### config.mk
export PLATFORM = sky130hd
export DESIGN_NAME = dma_master
export DESIGN_NICKNAME = d
export VERILOG_FILES = /design/src/rtl/dma_pkg.sv /design/src/rtl/dma_master_regs.sv /design/src/rtl/dma_master.sv
export SDC_FILE = /design/constraint.sdc
export NUM_CORES = 1
export LEC_CHECK = 0
export ABC_AREA = 1
export ABC_CLOCK_PERIOD_IN_PS = 2200
export BUFFER_PORTS_ARGS = -buffer_cell sky130_fd_sc_hd__clkbuf_2
export CORE_MARGIN = 1
export CORE_UTILIZATION = 50
export DETAILED_ROUTE_END_ITERATION = 16
export PLACE_DENSITY = 0.7
export SYNTH_ARGS = -nofsm -noshare
export SYNTH_HDL_FRONTEND = slang
export SYNTH_SLANG_ARGS = --single-unit
export TNS_END_PERCENT = 20
### constraint.sdc
create_clock -name clk_i -period 2.2 [get_ports clk_i]
set_input_delay 0.11 -clock clk_i [delete_from_list [all_inputs] [get_ports clk_i]]
set_output_delay 0.11 -clock clk_i [all_outputs]
set_load 0.01 [all_outputs]
### src/rtl/dma_pkg.sv
// Shared definitions for the dma_master copy engine: register offsets,
// CTRL/STAT bit positions, FSM states and the byte-enable merge helper.
package dma_pkg;

   localparam logic [1:0] SRC_OFF  = 2'd0;
   localparam logic [1:0] DST_OFF  = 2'd1;
   localparam logic [1:0] LEN_OFF  = 2'd2;
   localparam logic [1:0] CTRL_OFF = 2'd3;

   localparam int CTRL_START = 0;
   localparam int CTRL_BUSY  = 1;
   localparam int CTRL_DONE  = 2;
   localparam int CTRL_ERR   = 3;
   localparam int CTRL_ABORT = 4;
   localparam int CTRL_IE    = 5;

   typedef enum logic [2:0] {
      IDLE    = 3'd0,
      RD_REQ  = 3'd1,
      RD_WAIT = 3'd2,
      WR_REQ  = 3'd3,
      WR_WAIT = 3'd4
   } dma_state_e;

   function automatic logic [31:0] be_merge(input logic [31:0] old_v,
                                             input logic [31:0] new_v,
                                             input logic [3:0]  be);
      logic [31:0] res;
      for (int b = 0; b < 4; b++) begin
         res[8*b +: 8] = be[b] ? new_v[8*b +: 8] : old_v[8*b +: 8];
      end
      return res;
   endfunction

endpackage

### src/rtl/dma_master_regs.sv
// Slave register file of dma_master: SRC/DST/LEN, sticky DONE/ERR, START/ABORT pulses.
// Optional DMA_MASTER_IRQ_EN adds the IE bit and irq_o.
module dma_master_regs
   import dma_pkg::*;
#(
   parameter int LEN_W = 16
)(
   input  logic             clk_i,
   input  logic             rst_i,
   input  logic             we_i,
   input  logic [3:0]       be_i,
   input  logic [31:0]      addr_i,
   input  logic [31:0]      wdata_i,
   output logic [31:0]      rdata_o,
   input  logic             busy_i,
   input  logic             done_set_i,
   input  logic             err_set_i,
   output logic [31:0]      src_o,
   output logic [31:0]      dst_o,
   output logic [LEN_W-1:0] len_o,
   output logic             start_o,
   output logic             abort_o
`ifdef DMA_MASTER_IRQ_EN
   ,
   output logic             irq_o
`endif
);

   logic [31:0]      src_q, src_d;
   logic [31:0]      dst_q, dst_d;
   logic [LEN_W-1:0] len_q, len_d;
   logic             done_q, done_d;
   logic             err_q, err_d;
   logic             ie_rd_s;
   logic [1:0]       off_s;
   logic             ctrl_wr_s;
   logic             unused_addr_s;

   assign off_s         = addr_i[3:2];
   assign unused_addr_s = ^{addr_i[31:4], addr_i[1:0]};
   assign ctrl_wr_s     = we_i & (off_s == CTRL_OFF) & be_i[0];
   assign start_o       = ctrl_wr_s & wdata_i[CTRL_START] & ~busy_i;
   // A write carrying both START and ABORT is treated as a START only.
   assign abort_o       = ctrl_wr_s & wdata_i[CTRL_ABORT] & ~wdata_i[CTRL_START];

`ifdef DMA_MASTER_IRQ_EN
   logic ie_q, ie_d;

   always_comb begin
      if (ctrl_wr_s) begin
         ie_d = wdata_i[CTRL_IE];
      end else begin
         ie_d = ie_q;
      end
   end

   always_ff @(posedge clk_i) begin
      if (rst_i) begin
         ie_q <= 1'b0;
      end else begin
         ie_q <= ie_d;
      end
   end

   assign ie_rd_s = ie_q;
   assign irq_o   = (done_q | err_q) & ie_q;
`else
   assign ie_rd_s = 1'b0;
`endif

   always_comb begin
      src_d = src_q;
      dst_d = dst_q;
      len_d = len_q;
      if (we_i && !busy_i) begin
         case (off_s)
            SRC_OFF: src_d = be_merge(src_q, wdata_i, be_i) & 32'hFFFF_FFFC;
            DST_OFF: dst_d = be_merge(dst_q, wdata_i, be_i) & 32'hFFFF_FFFC;
            LEN_OFF: len_d = LEN_W'(be_merge(32'(len_q), wdata_i, be_i));
            default: len_d = len_q;
         endcase
      end else begin
         len_d = len_q;
      end

      // Completion in the same cycle as a W1C keeps the flag set.
      if (done_set_i) begin
         done_d = 1'b1;
      end else if (ctrl_wr_s && wdata_i[CTRL_DONE]) begin
         done_d = 1'b0;
      end else begin
         done_d = done_q;
      end

      if (err_set_i) begin
         err_d = 1'b1;
      end else if (ctrl_wr_s && wdata_i[CTRL_ERR]) begin
         err_d = 1'b0;
      end else begin
         err_d = err_q;
      end
   end

   always_ff @(posedge clk_i) begin
      if (rst_i) begin
         src_q  <= 32'd0;
         dst_q  <= 32'd0;
         len_q  <= {LEN_W{1'b0}};
         done_q <= 1'b0;
         err_q  <= 1'b0;
      end else begin
         src_q  <= src_d;
         dst_q  <= dst_d;
         len_q  <= len_d;
         done_q <= done_d;
         err_q  <= err_d;
      end
   end

   always_comb begin
      case (off_s)
         SRC_OFF:  rdata_o = src_q;
         DST_OFF:  rdata_o = dst_q;
         LEN_OFF:  rdata_o = 32'(len_q);
         CTRL_OFF: rdata_o = {26'd0, ie_rd_s, 1'b0, err_q, done_q, busy_i, 1'b0};
         default:  rdata_o = 32'd0;
      endcase
   end

   assign src_o = src_q;
   assign dst_o = dst_q;
   assign len_o = len_q;

endmodule

### src/rtl/dma_master.sv
// Single-channel memory-to-memory copy engine: read-then-write per word on the
// req/gnt/rvalid initiator port. Optional DMA_MASTER_IRQ_EN adds irq_o.
module dma_master
   import dma_pkg::*;
#(
   parameter int LEN_W    = 16,
   parameter int MAX_WAIT = 255
)(
   input  logic        clk_i,
   input  logic        rst_i,
   input  logic        we_i,
   input  logic [3:0]  be_i,
   input  logic [31:0] addr_i,
   input  logic [31:0] wdata_i,
   output logic [31:0] rdata_o,
   output logic        m_req_o,
   output logic        m_we_o,
   output logic [3:0]  m_be_o,
   output logic [31:0] m_addr_o,
   output logic [31:0] m_wdata_o,
   input  logic        m_gnt_i,
   input  logic        m_rvalid_i,
   input  logic [31:0] m_rdata_i
`ifdef DMA_MASTER_IRQ_EN
   ,
   output logic        irq_o
`endif
);

   localparam int WAIT_W = $clog2(MAX_WAIT + 1);

   dma_state_e       state_q, state_d;
   logic [31:0]      cur_src_q, cur_src_d;
   logic [31:0]      cur_dst_q, cur_dst_d;
   logic [LEN_W-1:0] cnt_q, cnt_d;
   logic [31:0]      buf_q, buf_d;
   logic [WAIT_W-1:0] wait_q, wait_d;
   logic             abort_pend_q, abort_pend_d;

   logic [31:0]      src_s, dst_s;
   logic [LEN_W-1:0] len_s;
   logic             start_s, abort_s, abort_now_s, timeout_s;
   logic             busy_s, done_set_s, err_set_s;

   dma_master_regs #(.LEN_W(LEN_W)) u_regs (
      .clk_i      (clk_i),
      .rst_i      (rst_i),
      .we_i       (we_i),
      .be_i       (be_i),
      .addr_i     (addr_i),
      .wdata_i    (wdata_i),
      .rdata_o    (rdata_o),
      .busy_i     (busy_s),
      .done_set_i (done_set_s),
      .err_set_i  (err_set_s),
      .src_o      (src_s),
      .dst_o      (dst_s),
      .len_o      (len_s),
      .start_o    (start_s),
      .abort_o    (abort_s)
`ifdef DMA_MASTER_IRQ_EN
      ,
      .irq_o      (irq_o)
`endif
   );

   assign busy_s      = (state_q != IDLE);
   assign abort_now_s = abort_pend_q | abort_s;
   assign timeout_s   = (wait_q == WAIT_W'(MAX_WAIT - 1));

   // ABORT is only honoured at a response so an issued request always completes.
   always_comb begin
      state_d    = state_q;
      cur_src_d  = cur_src_q;
      cur_dst_d  = cur_dst_q;
      cnt_d      = cnt_q;
      buf_d      = buf_q;
      wait_d     = wait_q + WAIT_W'(1);
      done_set_s = 1'b0;
      err_set_s  = 1'b0;
      case (state_q)
         IDLE: begin
            wait_d = {WAIT_W{1'b0}};
            if (start_s && (len_s == {LEN_W{1'b0}})) begin
               done_set_s = 1'b1;
            end else if (start_s) begin
               state_d   = RD_REQ;
               cur_src_d = src_s;
               cur_dst_d = dst_s;
               cnt_d     = len_s;
            end else begin
               state_d = IDLE;
            end
         end
         RD_REQ, WR_REQ: begin
            if (m_gnt_i) begin
               wait_d  = {WAIT_W{1'b0}};
               state_d = (state_q == RD_REQ) ? RD_WAIT : WR_WAIT;
            end else if (timeout_s) begin
               state_d   = IDLE;
               err_set_s = 1'b1;
            end else begin
               state_d = state_q;
            end
         end
         RD_WAIT: begin
            if (m_rvalid_i) begin
               buf_d  = m_rdata_i;
               wait_d = {WAIT_W{1'b0}};
               if (abort_now_s) begin
                  state_d   = IDLE;
                  err_set_s = 1'b1;
               end else begin
                  state_d = WR_REQ;
               end
            end else if (timeout_s) begin
               state_d   = IDLE;
               err_set_s = 1'b1;
            end else begin
               state_d = RD_WAIT;
            end
         end
         WR_WAIT: begin
            if (m_rvalid_i) begin
               cur_src_d = cur_src_q + 32'd4;
               cur_dst_d = cur_dst_q + 32'd4;
               cnt_d     = cnt_q - LEN_W'(1);
               wait_d    = {WAIT_W{1'b0}};
               if (abort_now_s) begin
                  state_d   = IDLE;
                  err_set_s = 1'b1;
               end else if (cnt_q == LEN_W'(1)) begin
                  state_d    = IDLE;
                  done_set_s = 1'b1;
               end else begin
                  state_d = RD_REQ;
               end
            end else if (timeout_s) begin
               state_d   = IDLE;
               err_set_s = 1'b1;
            end else begin
               state_d = WR_WAIT;
            end
         end
         default: begin
            state_d = IDLE;
            wait_d  = {WAIT_W{1'b0}};
         end
      endcase

      if (state_d == IDLE) begin
         abort_pend_d = 1'b0;
      end else if (abort_s) begin
         abort_pend_d = 1'b1;
      end else begin
         abort_pend_d = abort_pend_q;
      end
   end

   always_ff @(posedge clk_i) begin
      if (rst_i) begin
         state_q      <= IDLE;
         cur_src_q    <= 32'd0;
         cur_dst_q    <= 32'd0;
         cnt_q        <= {LEN_W{1'b0}};
         buf_q        <= 32'd0;
         wait_q       <= {WAIT_W{1'b0}};
         abort_pend_q <= 1'b0;
      end else begin
         state_q      <= state_d;
         cur_src_q    <= cur_src_d;
         cur_dst_q    <= cur_dst_d;
         cnt_q        <= cnt_d;
         buf_q        <= buf_d;
         wait_q       <= wait_d;
         abort_pend_q <= abort_pend_d;
      end
   end

   always_comb begin
      m_req_o = 1'b0;
      m_we_o  = 1'b0;
      case (state_q)
         RD_REQ:  m_req_o = 1'b1;
         WR_REQ: begin
            m_req_o = 1'b1;
            m_we_o  = 1'b1;
         end
         WR_WAIT: m_we_o = 1'b1;
         default: m_req_o = 1'b0;
      endcase
   end

   assign m_be_o    = 4'hF;
   assign m_addr_o  = m_we_o ? cur_dst_q : cur_src_q;
   assign m_wdata_o = buf_q;

endmodule

==> metrics.cfg <==
[worst_setup_path]
r2r_start = state_q[0]
required_ps = 2090
crit_family = buffers and inverters
start_kind = register
critPathMaxStageDelay_ps = 410
arrival_ps = 2030
path_class = register to output pin
ff2ff_path_depth = 6
path_cells = nor2_4, nand2_4, o21ai_4, buf_12, clkbuf_16, o21ai_0, clkbuf_2
r2r_slack_ps = 240
crit_start = state_q[0]
cpMaxStageDelayCell = dfxtp_1
cp_num_buf_inv = 3
cp_max_fo = 30
critPathCaptureType = output pin
reg2reg_to = u_regs.src_o[8]

[placed_design]
hpwl_microns = 26700
dp_slack_ps = 185
placed_cell_area_sq_mm = 0.0122
globalplace.congestion = 0.960
io_buffers = 170

[route]
drc = 0
routedWlPerCell_microns = 16.8
drt-total-wl_microns = 38000
first_pass_iters = 10
vias = 12500
viasPerCell = 5.50
dr.first_iter.drc_count = 1066
ant_nets = 0

[sta]
max_slew.worst_pin.slew_ps = 1110
post-route-period-util_pct = 97.4
report.final.slew_viol_count = 0
relSlewSlack_pct = 26.2
setup_viol = 0
hold_viol_final = 0
period_needed_ps = 2140
timing.final.ws_setup_ps = 57.0
whs_ps = 13.6
rsz0062_at_grt = false
fin_tns_setup_ps = 0
fmax_mhz = 467
clock_skew_ps = 17.3

[job]
drv_cap = 0

[yosys]
synthTopCellsByCount = 458 x nand2_1, 309 x nor2_1, 198 x dfxtp_1, 170 x o21ai_0, 150 x inv_1
yosysSeqAreaShare_pct = 35.7
yosys.area.top_type_share_pct = 35.7
synthFlopType = dfxtp_1
netlist_area_sq_mm = 0.0111
netlist_instances = 1781
syn_avg_cell_area_sq_um = 6.23
synth-edff-count = 0
yosys_warnings = 0
synth_largest_area_cell = dfxtp_1
synth_area_leaders = dfxtp_1 36%, nand2_1 15%, nor2_1 10%, o21ai_0 7.7%, nand3_1 6.5%
synthArstFlopShare_pct = 0
synth.most_common_cell = nand2_1
ys_types = 40
ys_ff_latch = 198

[floorplanning]
die_h_microns = 151
die_w_microns = 151
core-area_sq_mm = 0.0218
pin_count = 207
placementRows = 54
initial_utilization_pct = 50.9
dieArea_sq_mm = 0.0228

[global_routing]
grt_pass1_vias = 11200
gr-total-overflow = 0
grt_pass1_wl_microns = 58900
grt_max_degree = 116
antenna_found_initial = 0
grt_usage_pct = 33.2

[clocking]
clk_latency_ps = 450
cts_made_buffers = 17
cts.sinks = 198
cts_tree = yes
clk_pin_slew_worst_paths_ps = 80
root_buffer = clkbuf_16
clockBufferDepth = 2
cts.htree.levels = 4

[min_path]
min_to = u_regs.len_o[12]
whs_path_depth = 3
hp-start = wdata_i[12]
hold_class = input port to register

[status]
status = finished, final reports clean

[power_and_ir_drop]
p_leak_nw = 5.14
totalPowerFinal_w = 0.00795
ir_worst_vdd_v = 0.000467
powerDensity_mw_per_mm2 = 591

[layout]
final_area_sq_mm = 0.0135
antennaDiodeCount = 0
fillers = 2164
nets = 2086
syn_to_final_growth_pct = 21.2
drive_gt1_share_pct = 14.8

final cells by class:
class | count | area [sq um] | area share (%)
multi-input combinational | 1344 | 6140 | 45.6
clock inverter | 15 | 223 | 1.65
timing repair buffer | 261 | 1780 | 13.2
sequential | 198 | 3960 | 29.5
clock buffer | 17 | 425 | 3.16
tap | 280 | 350 | 2.60
inverter | 153 | 578 | 4.29
power breakdown:
part           total (W)  switching [W]  internal (W)
combinational   0.000826       0.000516      0.000310
sequential       0.00374      0.0000727       0.00367
clock            0.00339        0.00178       0.00161
total            0.00795        0.00237       0.00559
flip-flops by register name (all words and copies together) (netlist names):
signal,cells
m_wdata_o,32
cur_dst_q,30
cur_src_q,30
u_regs.dst_o,30
u_regs.src_o,30
cnt_q,16
u_regs.len_o,16
wait_q,8
state_q,3
abort_pend_q,1
u_regs.done_q,1
u_regs.err_q,1
worst register-to-register path: cells and delay by family, from the launching register on:
family / cells / cell delay [ps]
AO/OA/AOI/OAI: 2 / 350
flip-flops: 1 / 350
AND/OR/NAND/NOR: 4 / 1120
layout by cell type (no fill, tap or decap), types with 6 or more instances in the layout:
cell	Yosys	routed
a22o_1	14	14
o21ai_0	170	164
buf_12	0	7
conb_1	2	6
inv_1	150	148
a21oi_1	125	125
nor2_2	22	23
nand4_1	11	11
nand3_1	145	145
clkbuf_16	0	18
buf_4	10	27
nor2_1	309	308
clkinv_8	0	6
nand2_1	458	457
ha_1	6	6
dfxtp_1	198	198
o221ai_1	11	11
a21oi_2	17	17
clkbuf_2	0	169
dlygate4sd3_1	0	56
nor3_1	8	8
o21ai_1	8	13
what timing repair did:
action / CTS / global route
endpoints found under the setup margin: 0 / 26
hold buffers: 56 / 0
buffers inserted: 0 / 1
resized for setup: 0 / 10
endpoints found under the hold margin: 72 / 0
metrics by stage:
step | cells | util (%)
floorplan | 1785 | -
global placement | 2178 | 55.9
detailed placement | 2178 | 55.9
CTS | 2266 | 61.4
global route | 2268 | 61.7
finish | 2268 | 61.7
worst max-delay path by stage:
| stage | end | slack [ps] | cells after the start |
|---|---|---|---|
| finish | m_addr_o[19] | 60 | 7 |
| global placement | cnt_q[6] | 260 | 10 |
| global route | m_addr_o[19] | 20 | 7 |
| detailed placement | cur_src_q[8] | 190 | 9 |
| CTS | m_addr_o[12] | 40 | 7 |
| floorplan | cur_dst_q[12] | 640 | 10 |
cell families (layout without fill, tap and decap cells):
| kind of cell | Yosys count | after routing | share of synthesized area [%] |
|---|---|---|---|
| simple gates | 969 | 969 | 36.0 |
| flops | 198 | 198 | 35.7 |
| fa+ha+maj | 6 | 6 | 0.676 |
| compound gates | 358 | 358 | 17.9 |
| other cells | 2 | 6 | 0.0677 |
| buf+inv | 243 | 446 | 9.27 |
| xor+xnor | 5 | 5 | 0.395 |
layer usage:
layer / global-route usage [%] / wire, microns / share of wire [%] / vias up
met3: 5.69 / 2990 / 7.9 / 57
met4: 8.80 / 731 / 1.9 / 0
met5: 0 / 0 / 0 / -
met2: 53.5 / 17500 / 46 / 517
met1: 45.6 / 16800 / 44 / 5765
li1: - / - / - / 6134
(Power assumes the default switching activity.)
